<file path="config.mk">
export PLATFORM = sky130hd
export DESIGN_NAME = rr_gen_scheduler
export DESIGN_NICKNAME = d
export VERILOG_FILES = /design/src/rtl/rr_gen_scheduler.sv
export SDC_FILE = /design/constraint.sdc
export NUM_CORES = 1
export LEC_CHECK = 0
export CAP_MARGIN = 20
export CORE_MARGIN = 1.5
export CORE_UTILIZATION = 51
export DETAILED_ROUTE_END_ITERATION = 8
export HOLD_SLACK_MARGIN = 0.05
export PLACE_DENSITY = 0.78
export SYNTH_ARGS = -nofsm -noshare
export SYNTH_HDL_FRONTEND = slang
export SYNTH_SLANG_ARGS = --single-unit
</file>
<file path="constraint.sdc">
create_clock -name clk -period 2.15 [get_ports clk]
set_clock_uncertainty 0.2 [all_clocks]
set_input_delay 0.43 -clock clk [delete_from_list [all_inputs] [get_ports clk]]
set_output_delay 0.43 -clock clk [all_outputs]
set_load 0.005 [all_outputs]
</file>
<file path="src/rtl/rr_gen_scheduler.sv">
// ---------------------------------------------------------------------------
// rr_gen_scheduler
//
// Round-robin scheduler that shares one resource, replicated as N_REQ lanes,
// between N_REQ requesters. It issues a registered one-hot grant that drives
// the per-lane enables.
//
// A grant is held until one of these happens:
//   - the owner pulses i_done;
//   - the owner drops its request;
//   - the hold budget HOLD_MAX runs out.
// Every release is followed by one dead cycle with no grant, so the outputs of
// two lanes never overlap.
//
// Parameters:
//   N_REQ     number of requesters/lanes (2..16)
//   HOLD_MAX  maximum cycles a grant may be held, 0 = unlimited
//
// Ports:
//   clk          rising-edge clock
//   rst          asynchronous, active-high reset
//   i_req        level request per requester
//   i_done       release strobe per requester (only the owner's bit counts)
//   o_gnt        registered one-hot grant, zero when idle or in the gap cycle
//   o_gnt_idx    binary index of the owner, meaningful while o_gnt_valid
//   o_gnt_valid  high while a grant is active (equals |o_gnt)
//   o_timeout    one-cycle pulse when a grant is forcibly released by HOLD_MAX
// ---------------------------------------------------------------------------
module rr_gen_scheduler #(
  parameter int N_REQ    = 5,
  parameter int HOLD_MAX = 8
) (
  input  logic                       clk,
  input  logic                       rst,
  input  logic [N_REQ-1:0]           i_req,
  input  logic [N_REQ-1:0]           i_done,
  output logic [N_REQ-1:0]           o_gnt,
  output logic [$clog2(N_REQ)-1:0]   o_gnt_idx,
  output logic                       o_gnt_valid,
  output logic                       o_timeout
);

  localparam int IDX_W = $clog2(N_REQ);
  localparam int CNT_W = (HOLD_MAX > 0) ? $clog2(HOLD_MAX + 1) : 1;

  typedef enum logic [1:0] {
    ST_IDLE  = 2'd0,
    ST_GRANT = 2'd1,
    ST_GAP   = 2'd2
  } state_t;

  state_t             state_q, state_d;
  logic [N_REQ-1:0]   gnt_q, gnt_d;
  logic [IDX_W-1:0]   idx_q, idx_d;
  logic [IDX_W-1:0]   ptr_q, ptr_d;
  logic [CNT_W-1:0]   cnt_q, cnt_d;
  logic               valid_q, valid_d;
  logic               timeout_q, timeout_d;

  // -------------------------------------------------------------------------
  // Rotating-priority pick, one slice per lane.
  //
  // The search is split into two windows:
  //   - the upper window holds the lanes at or above ptr_q;
  //   - if nothing is requesting there, the pick falls back to the lowest set
  //     bit of the whole request vector.
  // This wraps correctly for any N_REQ without needing a power-of-two modulo.
  // -------------------------------------------------------------------------
  logic [N_REQ-1:0] mask_hi;
  logic [N_REQ-1:0] first_hi;
  logic [N_REQ-1:0] first_all;
  logic [N_REQ:0]   seen_hi;
  logic [N_REQ:0]   seen_all;
  logic [N_REQ-1:0] pick_oh;
  logic [IDX_W-1:0] pick_idx;

  assign seen_hi[0]  = 1'b0;
  assign seen_all[0] = 1'b0;

  for (genvar g = 0; g < N_REQ; g++) begin : g_lane
    assign mask_hi[g]    = i_req[g] & (IDX_W'(g) >= ptr_q);
    assign first_hi[g]   = mask_hi[g] & ~seen_hi[g];
    assign seen_hi[g+1]  = seen_hi[g] | mask_hi[g];
    assign first_all[g]  = i_req[g] & ~seen_all[g];
    assign seen_all[g+1] = seen_all[g] | i_req[g];
  end

  assign pick_oh = seen_hi[N_REQ] ? first_hi : first_all;

  // Encode the one-hot pick into a binary lane index.
  always_comb begin
    pick_idx = '0;
    for (int i = 0; i < N_REQ; i++) begin
      if (pick_oh[i]) begin
        pick_idx = IDX_W'(i);
      end else begin
        pick_idx = pick_idx;
      end
    end
  end

  // -------------------------------------------------------------------------
  // Release conditions, evaluated on the current owner.
  // -------------------------------------------------------------------------
  logic rel_done;
  logic rel_drop;
  logic rel_hold;

  assign rel_done = i_done[idx_q];
  assign rel_drop = ~i_req[idx_q];
  assign rel_hold = (HOLD_MAX != 0) && (cnt_q == CNT_W'(HOLD_MAX));

  // Next-state and next-output computation for the scheduler FSM.
  always_comb begin
    state_d   = state_q;
    gnt_d     = gnt_q;
    idx_d     = idx_q;
    ptr_d     = ptr_q;
    cnt_d     = cnt_q;
    timeout_d = 1'b0;

    case (state_q)
      // The gap cycle arbitrates like IDLE. The pointer has already moved
      // past the last owner, so a back-to-back regrant sees just one dead
      // cycle.
      ST_IDLE, ST_GAP: begin
        if (|i_req) begin
          state_d = ST_GRANT;
          gnt_d   = pick_oh;
          idx_d   = pick_idx;
          cnt_d   = CNT_W'(1);
        end else begin
          state_d = ST_IDLE;
          gnt_d   = '0;
        end
      end

      ST_GRANT: begin
        if (rel_done || rel_drop || rel_hold) begin
          state_d   = ST_GAP;
          gnt_d     = '0;
          cnt_d     = '0;
          ptr_d     = (idx_q == IDX_W'(N_REQ - 1)) ? '0 : idx_q + IDX_W'(1);
          // A voluntary release (done or drop) takes precedence over the
          // timeout, so the pulse marks only true forced releases.
          timeout_d = rel_hold & ~rel_done & ~rel_drop;
        end else if (HOLD_MAX != 0 && cnt_q != CNT_W'(HOLD_MAX)) begin
          cnt_d = cnt_q + CNT_W'(1);
        end else begin
          cnt_d = cnt_q;
        end
      end

      default: begin
        state_d = ST_IDLE;
        gnt_d   = '0;
        cnt_d   = '0;
      end
    endcase

    valid_d = |gnt_d;
  end

  // State, pointer, counter and registered outputs.
  always_ff @(posedge clk or posedge rst) begin
    if (rst) begin
      state_q   <= ST_IDLE;
      gnt_q     <= '0;
      idx_q     <= '0;
      ptr_q     <= '0;
      cnt_q     <= '0;
      valid_q   <= 1'b0;
      timeout_q <= 1'b0;
    end else begin
      state_q   <= state_d;
      gnt_q     <= gnt_d;
      idx_q     <= idx_d;
      ptr_q     <= ptr_d;
      cnt_q     <= cnt_d;
      valid_q   <= valid_d;
      timeout_q <= timeout_d;
    end
  end

  assign o_gnt       = gnt_q;
  assign o_gnt_idx   = idx_q;
  assign o_gnt_valid = valid_q;
  assign o_timeout   = timeout_q;

endmodule
</file>
==> results of run 1 <==
## layout make-up
class,count,area (µm²),share of cell area (%)
Clock buffer,4,26.3,1.68
Tap cell,28,35.0,2.24
Multi-Input combinational cell,95,648,41.5
Sequential cell,19,475,30.4
Inverter,11,41.3,2.64
Timing Repair Buffer,37,335,21.5
## power by group through the flow
stage | clock network, W | registers (W) | logic [W]
2_1_floorplan | 0 | 0.000612 | 0.000609
3_3_place_gp | 0 | 0.000671 | 0.000974
3_5_place_dp | 0 | 0.000679 | 0.00100
4_1_cts | 0.000189 | 0.000673 | 0.00100
5_1_grt | 0.000208 | 0.000704 | 0.00115
6_report | 0.000187 | 0.000680 | 0.00103
## how the worst max path moves through the flow
stage                  start           end  slack, ps  cells after the start
finish              i_req[4]  o_gnt_idx[0]         70                      7
CTS                 i_req[0]      cnt_q[1]         40                      7
global route        i_req[4]  o_gnt_idx[0]          6                      7
global placement    i_req[0]      cnt_q[1]       -250                      7
detailed placement  i_req[0]      cnt_q[1]       -280                      7
floorplan           i_req[0]      cnt_q[3]        210                      6
## worst max-delay path, stage by stage
cell,delay (ps)
clkdlybuf4s50_1,520
nor3b_1,340
o21ai_0,170
a22oi_1,270
a21oi_1,60
o21ai_0,160
a22oi_1,100
## metal layers
layer / vias up / global-route usage [%] / share of wire [%]
met4: 0 / 14.9 / 3.9
met3: 13 / 2.63 / 4.7
li1: 537 / - / -
met5: - / 0 / 0
met2: 41 / 41.8 / 48
met1: 509 / 30.3 / 43
## per-stage QoR
| stage | setup slack, ps | hold slack [ps] | TNS, ps | area (µm²) | utilization, % |
|---|---|---|---|---|---|
| after floorplan | 210 | 181 | 0 | 1170 | - |
| after global placement | -245 | 280 | -2960 | 1510 | 69.0 |
| after detailed placement | -275 | 285 | -3640 | 1510 | 69.0 |
| after CTS | 41.2 | 254 | 0 | 1540 | 70.2 |
| after global routing | 5.80 | 291 | 0 | 1560 | 71.3 |
| final | 65.1 | 245 | 0 | 1560 | 71.3 |
## cell usage after synthesis, types with 3 or more instances
cell	count	area share, %
nand2_1	16	5.1
nand2b_1	3	1.6
o21ai_0	10	4.3
nor3b_1	5	3.2
nand3_1	3	1.3
mux2_2	3	2.9
buf_2	3	1.3
nor2b_1	3	1.6
nor2_1	7	2.2
ha_1	4	4.3
dfrtp_1	19	41
a21oi_1	6	2.6
inv_1	11	3.5
nor3_1	4	1.7
a21o_1	4	2.6
## kinds of logic (layout without fill, tap and decap cells)
family                   count (synthesis)  after routing
AND/OR/NAND/NOR                         49             49
AO/OA/AOI/OAI                           38             38
flip-flops                              19             19
adder cells (fa/ha/maj)                  4              4
multiplexers                             4              4
buffers and inverters                   15             52
## flip-flops by register name (all words and copies together) (netlist names)
| name | count |
|---|---|
| o_timeout | 1 |
| state_q | 2 |
| o_gnt | 5 |
| o_gnt_valid | 1 |
| ptr_q | 3 |
| cnt_q | 4 |
| o_gnt_idx | 3 |
## what timing repair did
| action | 4_1_cts | 5_1_grt |
|---|---|---|
| setup buffers | 0 | 0 |
| resized for setup | 0 | 4 |
| endpoints found under the setup margin | 0 | 11 |
==> metrics.md, run 1 <==
| Metric | Value |
|---|---|
| Clk pwr share | `9.8%` |
| Net Sw Power | `0.000756 W` |
| Post-layout power | `0.00190 W` |
| H-Tree Depth | `1` |
| DRC viols | `0` |
| CTS tree | `done` |
| Xor/xnor share of the synthesized area | `0%` |
| Post-synthesis simple-gate area fraction | `22.9%` |
| Die height | `50.9 µm` |
| Final WL | `2.74 mm` |
| Switching share of power | `39.9%` |
| Reg-to-Reg Start | `o_gnt_idx[2]` |
| Vias post-DR | `1100` |
| Warnings from Yosys | `0` |
| Synthesized Nets | `145` |
| Crit. End Element | `register` |
| Slew Viols, Final | `0` |
| Comb pwr share | `54.3%` |
| Fill count | `167` |
| Final hold vios | `0` |
| Worst vdd ir | `0.000964 V` |
| Antenna violations before repair | `0` |
| Mean Syn Cell Area | `9.09 µm²` |
| GRT Residual Overflow | `0` |
| P&R area growth vs syn | `33.2%` |
| Cell Int Power | `0.00114 W` |
| Multiplexer share of the synthesized area | `3.74%` |
| Num Clock Sinks | `19` |
| CTS Hold Bufs | `0` |
| Synth Flop Type | `dfrtp_1` |
| CTS root buf | `clkbuf_4` |
| Ports | `22` |
| Core box area | `0.00219 mm²` |
| Critical path launch point type | `input pin` |
| Gate Count Post-Synth | `129` |
| Worst-margin pin slew | `350 ps` |
| Reg power frac | `35.9%` |
| Crit-path max FO | `3` |
| Number of distinct library cells after synthesis | `38` |
| FFs w/ async S/R, synth | `100%` |
| # rows | `17` |
| Post-Place Cells | `190` |
| Fin crit period | `2080 ps` |
| DRT Pass-1 Iters | `5` |
| Largest family of logic cells by synthesized area | `simple AND/OR/NAND/NOR gates` |
| DR WL/cell | `14.1 µm` |
| Drt initial violations | `38` |
| Status | `finished, final reports clean` |
| Compound-Gate Fraction of Synth Area | `22.7%` |
| Clock Latency Late Sink | `300 ps` |
| Die W | `50.9 µm` |
| Largest net degree at the start of global routing | `20` |
| Post-DP HPWL | `2.20 mm` |
| Via density | `5.67` |
| Vias in the first global route | `1086` |
| Final setup viols | `0` |
| GPL Wtd Cong | `0.874` |
| # diodes | `0` |
| Worst-path clk slew | `110 ps` |
| Leakage power | `0.742 nW` |
| EDFF count, synth | `0` |
| CTS Buf Count | `3` |
| Type of the worst setup path | `input pin to register` |
| Clock buffer depth | `2` |
| Detail Route Antenna Nets | `0` |
| Nets | `183` |
| Fmax | `0.480 GHz` |
| Fin cells | `194` |
| WP data required | `2130 ps` |
| Initial core utilization | `53.5%` |
| Most frequent cells in the layout | `dfrtp_1 (19), clkdlybuf4s50_1 (19), nand2_1 (16), buf_4 (16), inv_1 (11)` |
| FF+latch count, synth | `19` |
| Critical R2R Capture | `ptr_q[0]` |
| Sequential fraction of the synthesis area | `40.6%` |
| Total Routing Usage GR | `24.8%` |
| Layout cell share with drive strength beyond 1 | `17.5%` |
| Pwr dens | `1210 mW/mm²` |
| Worst R2R Path Depth | `6` |
| Max-Cap Viols | `0` |
| Rel. slew slack | `76.6%` |
| Port bufs | `21` |
| Hold Crit Class | `input pin to asynchronous set/reset pin` |
| Worst R2R Setup Slack | `180 ps` |
| RSZ-0062 raised after global routing | `false` |
| Synth Cell Area | `0.00117 mm²` |
| Final Cycle Share | `97.0%` |
| CP arrival | `2070 ps` |
| Adder-cell area share of the yosys netlist | `4.27%` |
| First-pass GRT wire length | `4.71 mm` |
| Die ar. | `0.00260 mm²` |
Note: power is estimated with default switching activity, not from simulation.
==> run 2: changes to the inputs <==
--- a/config.mk
+++ b/config.mk
@@ -7,10 +7,12 @@
 export LEC_CHECK = 0
 export CAP_MARGIN = 20
 export CORE_MARGIN = 1.5
-export CORE_UTILIZATION = 51
+export CORE_UTILIZATION = 46
 export DETAILED_ROUTE_END_ITERATION = 8
+export GPL_ROUTABILITY_DRIVEN = 0
 export HOLD_SLACK_MARGIN = 0.05
-export PLACE_DENSITY = 0.78
+export PLACE_DENSITY = 0.75
+export SLEW_MARGIN = 20
 export SYNTH_ARGS = -nofsm -noshare
 export SYNTH_HDL_FRONTEND = slang
 export SYNTH_SLANG_ARGS = --single-unit
==> constraint.sdc (replaced) <==
create_clock -name clk -period 1.7 [get_ports clk]
set_clock_uncertainty 0.2 [all_clocks]
set_input_delay 0.34 -clock clk [delete_from_list [all_inputs] [get_ports clk]]
set_output_delay 0.34 -clock clk [all_outputs]
set_load 0.005 [all_outputs]
==> metrics.md, run 2 (same netlist as run 1, synthesis figures left out) <==
| Metric | Value |
|---|---|
| Status | `finished, violations left (was finished, final reports clean)` |
| Failing checks | `setup timing` |
| Critical R2R Capture | `ptr_q[1] (was ptr_q[0])` |
| Reg-to-Reg Start | `o_gnt_idx[1] (was o_gnt_idx[2])` |
| DRT Pass-1 Iters | `4 (was 5)` |
| Final hold vios | `0 (unchanged)` |
| Most frequent cells in the layout | `buf_4 (39), nand2_1 (15), dfrtp_1 (14) (was dfrtp_1 (19), clkdlybuf4s50_1 (19), nand2_1 (16), buf_4 (16), inv_1 (11))` |
| RSZ-0062 raised after global routing | `true (was false)` |
| Largest net degree at the start of global routing | `20 (unchanged)` |
| # diodes | `0 (unchanged)` |
| Vias post-DR | `1336 (was 1100)` |
| Vias in the first global route | `1206 (was 1086)` |
| Final setup viols | `16 (was 0)` |
| Max-Cap Viols | `0 (unchanged)` |
| Slew Viols, Final | `0 (unchanged)` |
| Type of the worst setup path | `register to register (was input pin to register)` |
| # rows | `18 (was 17)` |
| Die height | `53.5 µm (was 50.9 µm)` |
| Drt initial violations | `55 (was 38)` |
| Detail Route Antenna Nets | `0 (unchanged)` |
| Critical path launch point type | `register (was input pin)` |
| CTS tree | `done (unchanged)` |
| Crit. End Element | `register (unchanged)` |
| Port bufs | `21 (unchanged)` |
| Max reg flops | `5 (unchanged)` |
| GRT Residual Overflow | `0 (unchanged)` |
| Num Clock Sinks | `19 (unchanged)` |
| Worst R2R Path Depth | `7 (was 6)` |
| CP arrival | `1850 ps (was 2070 ps)` |
| P&R area growth vs syn | `69.4% (was 33.2%)` |
| Worst-margin pin slew | `343 ps (was 350 ps)` |
| CTS Buf Count | `3 (unchanged)` |
| Total Routing Usage GR | `28.2% (was 24.8%)` |
| CTS root buf | `clkbuf_4 (unchanged)` |
| Fin cells | `227 (was 194)` |
| Clock buffer depth | `2 (unchanged)` |
| Worst R2R Setup Slack | `-150 ps (was 180 ps)` |
| Ports | `22 (unchanged)` |
| Die W | `53.5 µm (was 50.9 µm)` |
| Core box area | `0.00245 mm² (was 0.00219 mm²)` |
| Final Cycle Share | `109%` |
| Smallest setup slack after layout | `-150 ps (was 65.1 ps)` |
| DR WL/cell | `17.8 µm (was 14.1 µm)` |
| WP data required | `1700 ps (was 2130 ps)` |
| Leakage power | `1.03 nW (was 0.742 nW)` |
| Worst vdd ir | `0.00126 V (was 0.000964 V)` |
| Clock Latency Late Sink | `300 ps (about the same)` |
| Pwr dens | `1700 mW/mm² (was 1210 mW/mm²)` |
| Crit-path max FO | `3 (unchanged)` |
| Fin crit period | `1850 ps` |
| Initial core utilization | `47.8% (was 53.5%)` |
| Setup WS pre-CTS | `-635 ps (was -275 ps)` |
| Final WL | `4.05 mm (was 2.74 mm)` |
| DRC viols | `0 (unchanged)` |
| Worst-path clk slew | `120 ps (was 110 ps)` |
| Rel. slew slack | `77.2% (was 76.6%)` |
| Nets | `214 (was 183)` |
| Hold Crit Class | `input pin to asynchronous set/reset pin (unchanged)` |
| Via density | `5.89 (was 5.67)` |
| Commonest non-fill, non-tap cell in the layout | `buf_4` |
| Fmax | `0.541 GHz` |
| H-Tree Depth | `1 (unchanged)` |
| Die ar. | `0.00286 mm² (was 0.00260 mm²)` |
| Post-Place Cells | `206 (was 190)` |
| Fill count | `135 (was 167)` |
| Layout cell share with drive strength beyond 1 | `44.7% (was 17.5%)` |
| First-pass GRT wire length | `5.77 mm (was 4.71 mm)` |
| Post-DP HPWL | `2.27 mm (was 2.20 mm)` |
| Antenna violations before repair | `0 (unchanged)` |
-- run 2: worst max path at each step --
| stage | startpoint | endpoint | cells after the start |
|---|---|---|---|
| after CTS | o_gnt_idx[1] | ptr_q[1] | 7 |
| after global routing | o_gnt_idx[1] | ptr_q[1] | 7 |
| after floorplan | i_req[0] | cnt_q[3] | 6 |
| final | o_gnt_idx[1] | ptr_q[1] | 7 |
| after detailed placement | i_req[2] | o_gnt_valid | 8 |
| after global placement | i_req[3] | ptr_q[1] | 6 |
-- run 2: per-stage QoR --
step | hold slack [ps] | TNS [ps] | util (%) | total power (W) | cell area [µm²]
floorplan | 91.1 | -215 | - | 0.00165 | 1230
global placement | 276 | -10060 | 68.0 | 0.00240 | 1670
detailed placement | 280 | -10750 | 68.0 | 0.00244 | 1670
CTS | 160 | -714 | 76.4 | 0.00308 | 1880
global route | 199 | -2670 | 80.9 | 0.00357 | 1990
finish | 146 | -1420 | 80.9 | 0.00337 | 1990
-- run 2: worst max-delay path: stages, from the launching register on --
cell and delay [ps]:
dfrtp_2 460, buf_6 130, nor3b_4 180, o21ai_2 90, a21oi_2 170, o21ai_2 70
nand2_2 120, mux2_4 310
-- run 2: timing repair --
action | in CTS | in global routing
setup endpoints to repair | 27 | 26
hold buffers | 0 | 0
pin swaps | 9 | 13
setup buffers | 14 | 3
cloned | 1 | 0
gates resized for setup | 31 | 29
-- run 2: layout make-up --
class	instances	area (µm²)	share of cell area [%]
Timing Repair Buffer	67	581	29.2
Multi-Input combinational cell	96	818	41.2
Sequential cell	19	482	24.3
Inverter	11	41.3	2.08
Tap cell	30	37.5	1.89
Clock buffer	4	26.3	1.32
-- run 2: where the power goes --
part	switching, W	total (W)	internal (W)
Sequential	0.000160	0.000794	0.000634
Combinational	0.00103	0.00233	0.00130
Clock	0.000153	0.000244	0.0000912
-- run 2: per-layer routing --
metal / vias to the layer above / part of all wire (%) / GRT usage (%)
met5: - / 0 / 0
met4: 0 / 2.7 / 6.84
met1: 633 / 38 / 36.0
met3: 13 / 8.7 / 5.37
li1: 604 / - / -
met2: 86 / 51 / 48.4
